--- src/rtl/out_col_scheduler.sv ---
// Round-robin AXI4 write scheduler: drains one full burst at a time from the column
// result buffers to the output NAP. Optional per-column burst counters: OUT_SCHED_STATS_EN.
module out_col_scheduler #(
    parameter int         NUM_COLS        = 4,
    parameter int         DATA_WIDTH      = 256,
    parameter int         BURST_LEN       = 16,
    parameter int         GDDR_ADDR_WIDTH = 30,
    parameter logic [8:0] GDDR_ADDR_ID    = 9'h000,
    parameter int         MAX_OUTSTANDING = 8
) (
    input  logic                           i_clk,
    input  logic                           i_reset,
    input  logic                           i_frame_start,
    input  logic [NUM_COLS-1:0]            i_col_burst_ready,
    input  logic [NUM_COLS*DATA_WIDTH-1:0] i_col_data,
    output logic [NUM_COLS-1:0]            o_col_pop,
    output logic [NUM_COLS-1:0]            o_col_grant,
    output logic                           o_awvalid,
    input  logic                           i_awready,
    output logic [41:0]                    o_awaddr,
    output logic [7:0]                     o_awlen,
    output logic                           o_wvalid,
    input  logic                           i_wready,
    output logic [DATA_WIDTH-1:0]          o_wdata,
    output logic                           o_wlast,
    input  logic                           i_bvalid,
    input  logic [1:0]                     i_bresp,
    output logic                           o_bready,
    output logic                           o_idle,
    output logic                           o_bresp_error,
    output logic [NUM_COLS*16-1:0]         o_burst_cnt
);
    localparam int COL_W       = $clog2(NUM_COLS);
    localparam int OFF_W       = GDDR_ADDR_WIDTH - COL_W;
    localparam int OUT_W       = $clog2(MAX_OUTSTANDING + 1);
    localparam int BURST_BYTES = BURST_LEN * DATA_WIDTH / 8;
    localparam logic [OFF_W-1:0] PTR_INC   = OFF_W'(BURST_BYTES);
    localparam logic [7:0]       LAST_BEAT = 8'(BURST_LEN - 1);
    localparam logic [OUT_W-1:0] OUT_MAX   = OUT_W'(MAX_OUTSTANDING);

    typedef enum logic [1:0] {S_IDLE, S_ADDR, S_DATA} state_t;

    state_t                r_state, w_state_next;
    logic [COL_W-1:0]      r_grant_idx;
    logic [COL_W-1:0]      r_last_idx;
    logic [7:0]            r_beat;
    logic [OUT_W-1:0]      r_outstanding;
    logic                  r_rewind_pend;
    logic                  r_bresp_err;
    logic                  r_idle;
    logic                  w_arb_found;
    logic [COL_W-1:0]      w_arb_idx;
    logic                  w_aw_hs, w_w_hs, w_last_hs, w_b_dec, w_rewind;
    logic [NUM_COLS-1:0]   w_grant_oh;
    logic [NUM_COLS*OFF_W-1:0] w_ptr_flat;

    // Search wraps naturally because NUM_COLS is a power of two; i==NUM_COLS revisits last.
    always_comb begin
        w_arb_found = 1'b0;
        w_arb_idx   = r_last_idx;
        for (int i = 1; i <= NUM_COLS; i++) begin
            if (!w_arb_found && i_col_burst_ready[r_last_idx + COL_W'(i)]) begin
                w_arb_found = 1'b1;
                w_arb_idx   = r_last_idx + COL_W'(i);
            end
        end
    end

    always_comb begin
        w_state_next = r_state;
        case (r_state)
            S_IDLE: if (w_arb_found && (r_outstanding < OUT_MAX)) w_state_next = S_ADDR;
            S_ADDR: if (i_awready) w_state_next = S_DATA;
            S_DATA: if (w_last_hs) w_state_next = S_IDLE;
            default: w_state_next = S_IDLE;
        endcase
    end

    assign w_aw_hs    = (r_state == S_ADDR) && i_awready;
    assign w_w_hs     = (r_state == S_DATA) && i_wready;
    assign w_last_hs  = w_w_hs && (r_beat == LAST_BEAT);
    assign w_b_dec    = i_bvalid && ((r_outstanding != '0) || w_aw_hs);
    assign w_rewind   = (r_state == S_IDLE) && (i_frame_start || r_rewind_pend);
    assign w_grant_oh = (r_state != S_IDLE) ? (NUM_COLS'(1) << r_grant_idx) : '0;

    assign o_awvalid     = (r_state == S_ADDR);
    assign o_awaddr      = o_awvalid ? {GDDR_ADDR_ID, 3'b000, r_grant_idx,
                                        w_ptr_flat[r_grant_idx*OFF_W +: OFF_W]} : '0;
    assign o_awlen       = o_awvalid ? LAST_BEAT : 8'h00;
    assign o_wvalid      = (r_state == S_DATA);
    assign o_wdata       = o_wvalid ? i_col_data[r_grant_idx*DATA_WIDTH +: DATA_WIDTH] : '0;
    assign o_wlast       = o_wvalid && (r_beat == LAST_BEAT);
    assign o_col_grant   = w_grant_oh;
    assign o_col_pop     = w_w_hs ? w_grant_oh : '0;
    assign o_bready      = 1'b1;
    assign o_idle        = r_idle;
    assign o_bresp_error = r_bresp_err;

    always_ff @(posedge i_clk) begin
        if (i_reset) begin
            r_state       <= S_IDLE;
            r_grant_idx   <= '0;
            r_last_idx    <= COL_W'(NUM_COLS - 1);
            r_beat        <= '0;
            r_outstanding <= '0;
            r_rewind_pend <= 1'b0;
            r_bresp_err   <= 1'b0;
            r_idle        <= 1'b0;
        end else begin
            r_state <= w_state_next;
            if ((r_state == S_IDLE) && (w_state_next == S_ADDR)) begin
                r_grant_idx <= w_arb_idx;
                r_last_idx  <= w_arb_idx;
            end
            if (w_w_hs) r_beat <= w_last_hs ? 8'h00 : r_beat + 8'h01;
            if (w_aw_hs && !w_b_dec)      r_outstanding <= r_outstanding + OUT_W'(1);
            else if (!w_aw_hs && w_b_dec) r_outstanding <= r_outstanding - OUT_W'(1);
            // A rewind requested mid-burst waits so the in-flight address stays valid.
            if (r_state == S_IDLE)  r_rewind_pend <= 1'b0;
            else if (i_frame_start) r_rewind_pend <= 1'b1;
            if (i_bvalid && (i_bresp != 2'b00)) r_bresp_err <= 1'b1;
            r_idle <= (r_state == S_IDLE) && (r_outstanding == '0) && (i_col_burst_ready == '0);
        end
    end

    genvar gi;
    generate
        for (gi = 0; gi < NUM_COLS; gi++) begin : g_col_ptr
            logic [OFF_W-1:0] r_ptr;
            always_ff @(posedge i_clk) begin
                if (i_reset || w_rewind)                      r_ptr <= '0;
                else if (w_aw_hs && (r_grant_idx == COL_W'(gi))) r_ptr <= r_ptr + PTR_INC;
            end
            assign w_ptr_flat[gi*OFF_W +: OFF_W] = r_ptr;
        end
    endgenerate

`ifdef OUT_SCHED_STATS_EN
    generate
        for (gi = 0; gi < NUM_COLS; gi++) begin : g_stats
            logic [15:0] r_cnt;
            always_ff @(posedge i_clk) begin
                if (i_reset || i_frame_start) r_cnt <= 16'h0000;
                else if (w_last_hs && (r_grant_idx == COL_W'(gi)) && (r_cnt != 16'hFFFF))
                    r_cnt <= r_cnt + 16'h0001;
            end
            assign o_burst_cnt[gi*16 +: 16] = r_cnt;
        end
    endgenerate
`else
    assign o_burst_cnt = '0;
`endif

endmodule
--- config.mk ---
export PLATFORM = sky130hd
export DESIGN_NAME = out_col_scheduler
export DESIGN_NICKNAME = d
export VERILOG_FILES = /design/src/rtl/out_col_scheduler.sv
export SDC_FILE = /design/constraint.sdc
export NUM_CORES = 1
export LEC_CHECK = 0
export CORE_AREA = 3 3 555 557
export DETAILED_ROUTE_END_ITERATION = 7
export DIE_AREA = 0 0 558 560
export GPL_TIMING_DRIVEN = 0
export PLACE_DENSITY = 0.3
export SETUP_SLACK_MARGIN = 0.1
export SKIP_LAST_GASP = 1
export SYNTH_ARGS = -nofsm -noshare
export SYNTH_HDL_FRONTEND = slang
export SYNTH_SLANG_ARGS = --single-unit
--- constraint.sdc ---
create_clock -name i_clk -period 3.2 [get_ports i_clk]
set_clock_uncertainty 0.05 [all_clocks]
set_input_delay 0.32 -clock i_clk [delete_from_list [all_inputs] [get_ports i_clk]]
set_output_delay 0.32 -clock i_clk [all_outputs]
set_load 0.01 [all_outputs]
* Yosys cells after proc, flatten, opt, wreduce, memory -nomap -nowiden
Cells that the tools add are included.
** Cells by class
- Add/subtract/negate cells :: 10
- Multiply operators :: 1
- Order comparisons :: 5
- Equal/unequal tests :: 7
- Shift operators :: 3
- Multiplexer cells :: 28
- Reductions and logical operators :: 37
** Operators with widths (count)
- variable part select 1024 x 11 -> 256 bit :: 1
- 2-to-1 mux 256 bit :: 1
- adder 28 x 10 -> 28 bit (second input constant) :: 4
- variable part select 112 x 8 -> 28 bit :: 1
- 2-to-1 mux 30 bit :: 1
- logical AND 1 bit :: 20
- 2-to-1 mux 4 bit :: 5
- 2-to-1 mux 2 bit :: 7
- < comparator 2 x 3 -> 1 bit (second input constant) :: 4
- adder 8 x 1 -> 8 bit (second input constant) :: 1
- binary-select mux 1 bit (select 2 bit) :: 4
- equality test 8 x 4 -> 1 bit (second input constant) :: 1
- logical NOT 4 bit :: 2
- 2-to-1 mux 1 bit :: 8
- 2-to-1 mux 8 bit :: 1
- equality test 2 x 1 -> 1 bit (second input constant) :: 3
- equality test 2 bit (second input constant) :: 3
- case mux 2 bit (3 select lines) :: 1
- nonzero test 2 bit :: 3
- logical NOT 1 bit :: 5
- multiplier 2 x 3 -> 5 bit (second input constant) :: 1
- adder 2 bit (second input constant) :: 2
- adder 4 x 1 -> 4 bit (second input constant) :: 1
- logical NOT 2 bit :: 2
- 7 further kinds :: 9
** Storage, ports and cells
- Bits in registers :: 133
- Bits of input ports :: 1036
- Output and inout port bits :: 384
- Word-level logic and storage cells :: 103

* Longest topological paths before layout
Gate-level depths: netlist of the first run.
- Word-level depth :: 18
- Mapped depth :: 7
- Gate-level depth less buffers :: 7

* Worst setup path after synthesis of the first run
Ideal clock, no wire load.
- Kind :: reg2reg
- Start :: reg r_state[0]
- End :: reg r_outstanding[3]
- Library setup time :: 0.062 ns
- Data arrival time :: 2.165 ns
- Data required time :: 3.088 ns
- Path slack :: 0.923 ns
- Cell stages (with the launch flop) :: 8
- Path buffers :: 0
- Clock period less this slack :: 2.277 ns
- Path through :: dfxtp_1 > nor4bb_1 > inv_1 > ha_1 > a21oi_1 > nand2_1 > or4_1 > nand3_1
** On the way
- Cells in the longest elaborated chain, start to end :: 7
- Elaborated cells on any way between the ends :: 10
- Those cells by class :: eq/ne: 1; mux: 1; reduce/logical: 8
** RTL lines
- start: declaration :: line 43 : state_t r_state, w_state_next;
- start signal: assignment :: line 110 : r_state <= w_state_next;
- equality test 2 x 1 -> 1 bit * :: line 79 : assign w_aw_hs = (r_state == S_ADDR) && i_awready;
- logical AND 1 bit * :: line 79
- logical OR 1 bit :: line 82 : assign w_b_dec = i_bvalid && ((r_outstanding != '0) || w_aw_hs);
- logical AND 1 bit :: line 82
- logical NOT 1 bit :: line 116 : if (w_aw_hs && !w_b_dec) r_outstanding <= r_outstanding + OUT_W'(1);
- logical AND 1 bit :: line 116
- 2-to-1 mux 4 bit / nonzero test 2 bit (equally long branches)
- end signal: assignment :: line 116
- end signal: assignment :: line 117 : else if (!w_aw_hs && w_b_dec) r_outstanding <= r_outstanding - OUT_W'(1);
- end: declaration :: line 47 : logic [OUT_W-1:0] r_outstanding;
Every way passes the cells marked *; elsewhere a longest branch is shown, timed or not.
A chain may end at the register's enable or synchronous reset.

* Final worst setup path of the first run
- Start :: reg r_grant_idx[0]
- End :: out o_wdata[44]
** On the way
- Cells in the longest elaborated chain, start to end :: 2
** RTL lines
- start: declaration :: line 44 : logic [COL_W-1:0] r_grant_idx;
- start signal: assignment :: line 112 : r_grant_idx <= w_arb_idx;
- variable part select 1024 x 11 -> 256 bit :: line 91 : assign o_wdata = o_wvalid ? i_col_data[r_grant_idx*DATA_WIDTH +: DATA_WIDTH] : '0;
- 2-to-1 mux 256 bit :: line 91
- end: declaration :: line 24 : output logic [DATA_WIDTH-1:0] o_wdata,
No other way between the ends.

==> results of run 1 <==
==> sequential cells by signal, summed over array words and instances (netlist names) <==
| signal | flops |
|---|---|
| r_rewind_pend | 1 |
| r_state | 2 |
| r_last_idx | 2 |
| r_beat | 8 |
| r_outstanding | 4 |
| g_col_ptr.r_ptr | 76 |
| o_bresp_error | 1 |
| o_idle | 1 |
| r_grant_idx | 2 |
==> synthesized netlist by cell type, drive strengths merged, types with 5 or more instances <==
| library cell | count |
|---|---|
| nor3 | 13 |
| nand4 | 25 |
| ha | 7 |
| nand3 | 37 |
| nor2 | 54 |
| o31ai | 11 |
| clkbuf | 69 |
| dfxtp | 97 |
| or3 | 28 |
| and3 | 5 |
| a21oi | 54 |
| or4 | 16 |
| nand2 | 41 |
| xnor2 | 17 |
| inv | 14 |
| and4 | 11 |
| nor4 | 8 |
| buf | 142 |
| mux4 | 275 |
| nand2b | 7 |
| and2 | 278 |
| xor2 | 19 |
| o21ai | 37 |
==> power breakdown <==
part           leakage [nW]  internal [mW]  total (mW)  switching [mW]
clock network         0.141          0.627        1.15           0.527
logic                  11.1           5.76        12.3            6.53
registers             0.785           1.26        1.35          0.0821
==> kinds of logic after synthesis <==
group / count (synthesis) / share of synthesized area, %
adders and majority gates: 8 / 0.786
buffers and inverters: 225 / 9.09
AOI/OAI and AO/OA: 113 / 4.59
DFF: 97 / 14.2
and+or+nand+nor: 546 / 23.5
xor gates and xnor gates: 36 / 2.30
other: 2 / 0.0549
muxes: 278 / 45.5
==> critical path: stages (launching register included) <==
cell,delay [ns]
dfxtp_4,0.41
buf_12,0.17
clkbuf_16,0.21
buf_12,0.16
mux4_2,0.69
and2_4,0.24
clkdlybuf4s50_1,0.48
==> area by class of cell <==
class | instances | share of cell area, %
clock buffer | 13 | 0.731
tap | 3978 | 14.5
timing repair buffer | 1371 | 39.8
clock inverter | 2 | 0.113
sequential | 97 | 5.69
buffer | 211 | 6.01
inverter | 14 | 0.153
antenna | 161 | 1.18
multi-input combinational | 1071 | 31.8
==> worst paths after layout <==
| kind | startpoint | to | slack (ns) | cells after the start |
|---|---|---|---|---|
| min reg2reg | o_bresp_error | o_bresp_error | 0.40 | 2 |
| max | r_grant_idx[0] | o_wdata[44] | 0.03 | 6 |
| max reg2reg | r_state[0] | r_outstanding[3] | 0.21 | 7 |
| min | o_bresp_error | o_bresp_error | 0.40 | 2 |
==> cells in the final DEF, fill, tap and decap left out, drive strengths merged, types with 37 or more instances in the layout <==
cell,instances
dfxtp,97
a21oi,54
o21ai,37
mux4,275
conb,90
dlygate4sd2,116
clkdlybuf4s50,1108
clkbuf,95
diode,161
nor2,54
buf,216
nand3,37
nand2,41
and2,278
==> repair_timing <==
| action | 4_1_cts | 5_1_grt |
|---|---|---|
| pin swaps | 12 | 0 |
| cloned | 4 | 1 |
| buffers inserted | 23 | 13 |
| setup endpoints to repair | 279 | 123 |
| resized for setup | 588 | 113 |
==> metal layers <==
metal  global-route usage [%]  share of wire [%]
met1                     19.4                 35
met2                     32.9                 51
met3                     6.89                 11
met4                     5.26                3.4
met5                        0               0.34
==> flow_summary_export.csv, run 1 <==
group,metric,value,unit
synthesis,synth_area_leaders,"mux4_2, dfxtp_1, and2_1, buf_4, a21oi_1",
setup_path,worstPathArrival,2.80,ns
sta,period_needed,3.17,ns
floorplanning,core_area,0.303,sq mm
sta,fmax,316,MHz
finish,multiInputGateArea,0.0109,sq mm
floorplanning,rows,202,
sta,slew_headroom,28.5,%
worst_hold_path,hold_class,"flip-flop to flip-flop",
route,drt_iter0_drc,1619,
clock_tree,clkSinkCount,97,
sta,fin_tns_setup,0,ns
grt,overflow,0,
route,drtAntennaViolNets,0,
grt,antenna_found_initial,444,
sta,hold_ws,0.402,ns
setup_path,cp.required,2.83,ns
route,route.detailed.drc,0,
placed_design,gp_congestion,0.929,
power,leakage,12.0,nW
finish,register_area,0.00195,sq mm
synthesis,seq_area_frac_synth,14.2,%
grt,grt_pass1_vias,19200,
synthesis,synth_cell_type_count,49,
power,total_power,14.8,mW
synthesis,ys_warn_count,0,
synthesis,synth_edf_count,0,
clock_tree,clkLatencyLatePin,0.37,ns
clock_tree,cts_hold_buf,0,
placed_design,port-buffer-count,1329,
grt,grt_use_total,18.2,%
synthesis,syn_inst,1305,
synthesis,yosysTopAreaCell,"mux4_2",
route,post_drt_wl_per_cell,42.8,microns
route,viasPerCell,2.94,
finish,drive_gt1_share,22.1,%
sta,slew_violations,0,
finish,final_cell_count_no_fill,6918,
synthesis,synth_area,0.0137,sq mm
floorplanning,dieArea,0.312,sq mm
sta,worst_slack,0.0338,ns
outcome,outcome,"finished clean",
sta,setup-violations-final,0,
clock_tree,cts_tree,"done",
synthesis,async_flop_share,0,%
placed_design,placed_area,0.0324,sq mm
power,power_density,432,mW/mm^2
setup_path,worstSetupPathType,"flip-flop to output port",
finish,area_growth,150,%
synthesis,ys_ff_latch,97,
setup_path,start_kind,"flip-flop",
route,drt-pass1-iter-count,5,
grt,grt_pass1_wl,339000,microns
sta,tightestPinTransition,1.06,ns
synthesis,synth.avg_cell_area,10.5,sq um
floorplanning,pin_count,1420,
power,ir_drop,0.263,mV
sta,fin_crit_sh,98.9,%
route,routed_wl,296000,microns
floorplanning,initial_utilization,4.52,%
setup_path,worstPathMaxFanout,10,
finish,final_nets,3819,
synthesis,ys.flop_type,"dfxtp_1",
route,vias,20300,
grt,grt_max_degree,15,
clock_tree,numCtsBuffers,9,
sta,finalHoldViolations,0,
sta,rsz0062_at_grt,"yes",
finish,num-fill-cells,34800,
floorplanning,die_h,560,microns
finish,post-route-cell-area,0.0343,sq mm
placed_design,placedCellCount,6702,
synthesis,netlist.area_leader.share,45.2,%
clock_tree,root_buffer,"clkbuf_16",
clock_tree,h-tree-depth,3,
setup_path,cp-end-kind,"output port",
placed_design,place_ws,-1.61,ns
floorplanning,die_w,558,microns
run,cap_violations,0,
finish,post-route-util,11.3,%
clock_tree,clk_path_buf_depth,2,
clock_tree,clk_pin_slew,0.07,ns
placed_design,dpl.hpwl,276000,microns
No activity file was read; power rests on OpenSTA's default activity.
==> run 2: changes to the inputs <==
==> constraint.sdc (replaced) <==
create_clock -name i_clk -period 3.55 [get_ports i_clk]
set_clock_uncertainty 0.05 [all_clocks]
set_input_delay 0.355 -clock i_clk [delete_from_list [all_inputs] [get_ports i_clk]]
set_output_delay 0.355 -clock i_clk [all_outputs]
set_load 0.01 [all_outputs]
==> run 2 against run 1 <==
Effect of this change:
- first-iteration DRC count is 14% lower
- cell count down 0.27%
- sequential share of layout area is 0.10 points higher
- flip-flop and latch count unchanged
- count of clock-buffer cells in the layout unchanged
- core utilization down 0.22 points
- combinational power shrank 18%
- clock power down 9.6%
- final area down 1.9%
- largest power group unchanged
==> flow_summary_export.csv, run 2 (same netlist as run 1, synthesis figures left out) <==
group,metric,value,unit
setup_path,worstPathMaxFanout,11,
sta,setup-violations-final,0,
route,vias,20300,
floorplanning,dieArea,0.312,sq mm
power,power_density,369,mW/mm^2
finish,final_nets,3782,
finish,regMostFlops,"g_col_ptr.r_ptr",
finish,drive_gt1_share,18.6,%
power,power.share.clock,8.4,%
finish,reg_top3,"g_col_ptr.r_ptr (76), r_beat (8), r_outstanding (4)",
clock_tree,clk_path_buf_depth,2,
grt,grt_pass1_wl,337000,microns
setup_path,r2r_cells,7,
grt,grt_use_total,18.1,%
finish,largest_reg_flops,76,
finish,final_common_cell,"clkdlybuf4s50_1",
floorplanning,core_area,0.303,sq mm
sta,slew_violations,0,
clock_tree,h-tree-depth,3,
sta,tightestPinTransition,1.08,ns
clock_tree,cts_hold_buf,0,
sta,rsz0062_at_grt,"no",
finish,num-fill-cells,34900,
sta,fin_crit_sh,95.3,%
power,power.net_switching,6.20,mW
placed_design,gp_congestion,0.929,
finish,layout_common_cells,"clkdlybuf4s50_1, and2_1, mux4_2, buf_4, dfxtp_1",
placed_design,placedCellCount,6702,
sta,fmax,296,MHz
floorplanning,die_h,560,microns
outcome,outcome,"finished clean",
floorplanning,pin_count,1420,
setup_path,r2r_end,"r_outstanding[3]",
placed_design,port-buffer-count,1329,
sta,slew_headroom,26.7,%
setup_path,worst_r2r_startpoint,"r_state[0]",
worst_hold_path,worstHoldStart,"o_bresp_error",
route,drt-pass1-iter-count,5,
setup_path,start_kind,"flip-flop",
grt,grt_max_degree,15,
route,viasPerCell,2.94,
floorplanning,rows,202,
worst_hold_path,hold_class,"flip-flop to flip-flop",
grt,overflow,0,
placed_design,dpl.hpwl,276000,microns
setup_path,cp.required,3.14,ns
setup_path,rrSetupSlack,0.55,ns
setup_path,worstSetupPathType,"flip-flop to output port",
sta,period_needed,3.38,ns
route,drtAntennaViolNets,0,
power,ir_drop,0.236,mV
power,leakage,10.6,nW
setup_path,cp-end-kind,"output port",
power,swShare,50.1,%
power,power_frac_comb,81.9,%
clock_tree,cts_tree,"done",
clock_tree,numCtsBuffers,9,
run,cap_violations,0,
clock_tree,clkSinkCount,97,
floorplanning,die_w,558,microns
finish,area_growth,145,%
power,pwr-share-seq,9.7,%
finish,final_cell_count_no_fill,6899,
setup_path,worstPathArrival,2.98,ns
setup_path,endpoint,"o_wdata[73]",
clock_tree,clkLatencyLatePin,0.37,ns
route,drt_iter0_drc,1393,
route,route.detailed.drc,0,
floorplanning,initial_utilization,4.52,%
clock_tree,clk_pin_slew,0.07,ns
grt,grt_pass1_vias,19100,
power,internal-power,6.18,mW
setup_path,crit_path_start,"r_grant_idx[0]",
sta,finalHoldViolations,0,
clock_tree,root_buffer,"clkbuf_16",
power,total_power,12.4,mW
route,routed_wl,295000,microns
grt,antenna_found_initial,448,
route,post_drt_wl_per_cell,42.7,microns
==> run 2: critical path: stages (launching register included) <==
cell and delay [ns]:
dfxtp_2 0.39, buf_12 0.19, clkbuf_16 0.24, buf_6 0.23, mux4_2 0.67, and2_1 0.23
clkdlybuf4s50_1 0.57
==> run 2: timing repair <==
item / in CTS / in global routing
cloned: 1 / 0
resized for setup: 283 / 20
setup buffers: 2 / 1
hold endpoints to repair: 0 / 0
pin swaps: 0 / 0
endpoints found under the setup margin: 279 / 49
==> run 2: cell type report <==
cell class | instances | area (sq um) | share of cell area, %
multi-input combinational | 1071 | 10800 | 32.3
buffer | 210 | 1620 | 4.82
sequential | 97 | 1940 | 5.79
clock inverter | 2 | 38.8 | 0.115
timing repair buffer | 1335 | 13400 | 40.0
tap | 3978 | 4980 | 14.8
inverter | 14 | 52.6 | 0.156
antenna | 179 | 448 | 1.33
clock buffer | 13 | 250 | 0.745
==> run 2: routing by layer <==
layer,vias up,GRT usage [%],share of wire (%)
li1,7912,-,-
met1,9908,19.4,35
met2,1694,32.7,51
met3,603,6.79,10
met4,148,5.27,3.2
met5,-,0,0.33
==> run 2: through the flow <==
step	setup slack (ns)	instance area, sq um	hold WS [ns]	setup TNS [ns]	utilization (%)
floorplan	1.27	14000	0.393	0	-
global placement	-2.71	32300	0.394	-341.02	10.7
detailed placement	-1.29	32400	0.394	-155.91	10.7
CTS	-0.0432	33100	0.408	-0.108	10.9
global route	0.0964	33500	0.439	0	11.0
finish	0.167	33600	0.402	0	11.1
==> run 2: worst min path at each step <==
stage	to	cells after the start
2_1_floorplan	g_col_ptr[1].r_ptr[27]	2
3_3_place_gp	o_bresp_error	2
3_5_place_dp	o_bresp_error	2
4_1_cts	o_bresp_error	2
5_1_grt	o_bresp_error	2
6_report	o_bresp_error	2
==> run 2: power groups by stage <==
stage | Combinational, mW | Sequential, mW | Clock, mW
global route | 10.6 | 1.21 | 1.12
CTS | 10.4 | 1.20 | 1.09
detailed placement | 10.0 | 1.22 | 0
floorplan | 4.11 | 1.20 | 0
finish | 10.1 | 1.20 | 1.04
global placement | 10.0 | 1.22 | 0
==> run 3: changes to the inputs <==
--- a/config.mk
+++ b/config.mk
@@ -8,6 +8,7 @@
 export CORE_AREA = 3 3 555 557
 export DETAILED_ROUTE_END_ITERATION = 7
 export DIE_AREA = 0 0 558 560
+export GPL_ROUTABILITY_DRIVEN = 0
 export GPL_TIMING_DRIVEN = 0
 export PLACE_DENSITY = 0.3
 export SETUP_SLACK_MARGIN = 0.1
==> run 3 against run 2 <==
Effect of this change:
- maximum frequency is 1.3% lower
- highest routed layer unchanged
- final area decreased by 0.41%
- worst setup slack worse by 0.046 ns
- largest power group unchanged
==> flow_summary_export.csv, run 3 (same netlist as run 1, synthesis figures left out) <==
group,metric,value,unit
run,cap_violations,0,
setup_path,worstPathMaxFanout,10,
placed_design,dpl.hpwl,273000,microns
finish,final_common_cell,"clkdlybuf4s50_1",
grt,grt_pass1_vias,19100,
setup_path,rrSetupSlack,0.67,ns
route,vias,20200,
power,power_density,367,mW/mm^2
worst_hold_path,worstHoldStart,"o_bresp_error",
worst_hold_path,hold_class,"flip-flop to flip-flop",
sta,slew_violations,0,
clock_tree,root_buffer,"clkbuf_16",
finish,area_growth,144,%
placed_design,placedCellCount,6701,
sta,hold_ws,0.403,ns
grt,antenna_found_initial,438,
sta,setup-violations-final,0,
finish,drive_gt1_share,18.8,%
setup_path,worst_r2r_startpoint,"r_state[0]",
grt,grt_use_total,17.9,%
floorplanning,die_w,558,microns
worst_hold_path,whs_endpoint,"o_bresp_error",
power,leakage,10.7,nW
setup_path,slowest_delay,0.71,ns
finish,largest_reg_flops,76,
setup_path,r2r_end,"r_outstanding[3]",
route,post_drt_wl_per_cell,42.5,microns
setup_path,cp-end-kind,"output port",
setup_path,path_buf_inv,4,
setup_path,cp.required,3.14,ns
clock_tree,h-tree-depth,3,
floorplanning,dieArea,0.312,sq mm
setup_path,start_kind,"flip-flop",
grt,overflow,0,
clock_tree,clk_pin_slew,0.07,ns
clock_tree,clkLatencyLatePin,0.37,ns
clock_tree,clkSinkCount,97,
route,drt_iter0_drc,1432,
setup_path,worstSetupPathType,"flip-flop to output port",
sta,fin_crit_sh,96.6,%
placed_design,port-buffer-count,1329,
route,viasPerCell,2.93,
sta,period_needed,3.43,ns
setup_path,crit_path_top_delay_cell,"mux4_2",
sta,fmax,292,MHz
route,route.detailed.drc,0,
finish,regMostFlops,"g_col_ptr.r_ptr",
floorplanning,initial_utilization,4.52,%
floorplanning,die_h,560,microns
clock_tree,clk_path_buf_depth,2,
finish,final_nets,3778,
grt,grt_pass1_wl,334000,microns
sta,tightestPinTransition,0.906,ns
finish,reg_top3,"g_col_ptr.r_ptr (76), r_beat (8), r_outstanding (4)",
worst_hold_path,holdPathStages,2,
outcome,outcome,"finished clean",
finish,final_cell_count_no_fill,6882,
floorplanning,core_area,0.303,sq mm
sta,rsz0062_at_grt,"yes",
clock_tree,cts_tree,"done",
sta,fin_tns_setup,0,ns
finish,layout_common_cells,"clkdlybuf4s50_1, and2_1, mux4_2, buf_4, dfxtp_1",
setup_path,worstPathArrival,3.02,ns
clock_tree,numCtsBuffers,9,
sta,finalHoldViolations,0,
floorplanning,rows,202,
route,drt-pass1-iter-count,5,
sta,slew_headroom,38.8,%
grt,grt_max_degree,16,
clock_tree,post_cts_buffers,0,
floorplanning,pin_count,1420,
route,routed_wl,293000,microns
setup_path,cp_top_family,"buffers and inverters",
route,drtAntennaViolNets,0,
setup_path,r2r_cells,7,
setup_path,path_cells,"buf_12 -> clkbuf_16 -> buf_4 -> mux4_2 -> and2_1 -> clkdlybuf4s50_1",
power,ir_drop,0.250,mV
## run 3: changes by cell type in the layout (fill, tap and decap cells not counted), moves of 4 or more
cell | before | now
diode_2 | 179 | 165
clkbuf_2 | 15 | 19
buf_2 | 12 | 16
buf_4 | 105 | 112
clkbuf_1 | 38 | 28
dlygate4sd2_1 | 42 | 55
clkdlybuf4s15_1 | 3 | 8
clkdlybuf4s50_1 | 1245 | 1228
## run 3: worst max path at each step
stage	from	end	slack [ns]	cells past startpoint
after detailed placement	r_grant_idx[0]	o_wdata[116]	-1.32	6
after global routing	r_grant_idx[0]	o_wdata[93]	0.03	6
after floorplan	r_state[0]	r_outstanding[3]	1.27	7
final	r_grant_idx[0]	o_wdata[93]	0.12	6
after global placement	r_grant_idx[1]	o_wdata[118]	-2.60	6
after CTS	r_state[1]	o_wdata[236]	0.06	7
## run 3: area by class of cell
class / count / area (sq um)
buffer: 211 / 1590
antenna: 165 / 413
inverter: 14 / 52.6
multi-input combinational: 1071 / 10800
sequential: 97 / 1940
tap: 3978 / 4980
clock inverter: 4 / 73.8
clock buffer: 12 / 267
timing repair buffer: 1330 / 13300
fill: 34900 / 270000
## run 3: report_power, final
group | leakage, nW | internal, mW | total, mW | switching [mW]
combinational | 9.76 | 4.35 | 9.91 | 5.55
clock | 0.170 | 0.677 | 1.17 | 0.492
sequential | 0.784 | 1.14 | 1.20 | 0.0689
## run 3: timing repair
action	CTS	global route
hold buffers	0	0
endpoints found under the setup margin	279	42
gates resized for setup	302	21
## run 3: layer usage
metal	global-route usage, %	vias to the layer above	wire, microns
li1	-	7906	-
met1	19.2	9777	104000
met2	32.5	1768	152000
met3	6.70	607	29300
met4	4.99	134	6850
met5	0	-	919
## run 3: through the flow
stage          util (%)  cell area (sq um)  total power [mW]  setup WS, ns
2_1_floorplan         -              14000              5.31          1.27
3_3_place_gp       10.7              32300              11.2         -2.60
3_5_place_dp       10.7              32300              11.1         -1.32
4_1_cts            10.9              33000              12.6        0.0622
5_1_grt            11.0              33300              12.8        0.0336
6_report           11.0              33500              12.3         0.122
## run 3: worst register-to-register path, cell delays in order, from the launching register on
cell,delay (ns)
dfxtp_1,0.52
nor4bb_1,0.77
inv_1,0.28
ha_1,0.41
a21oi_1,0.19
nand2_1,0.10
or4_1,0.40
nand3_1,0.09
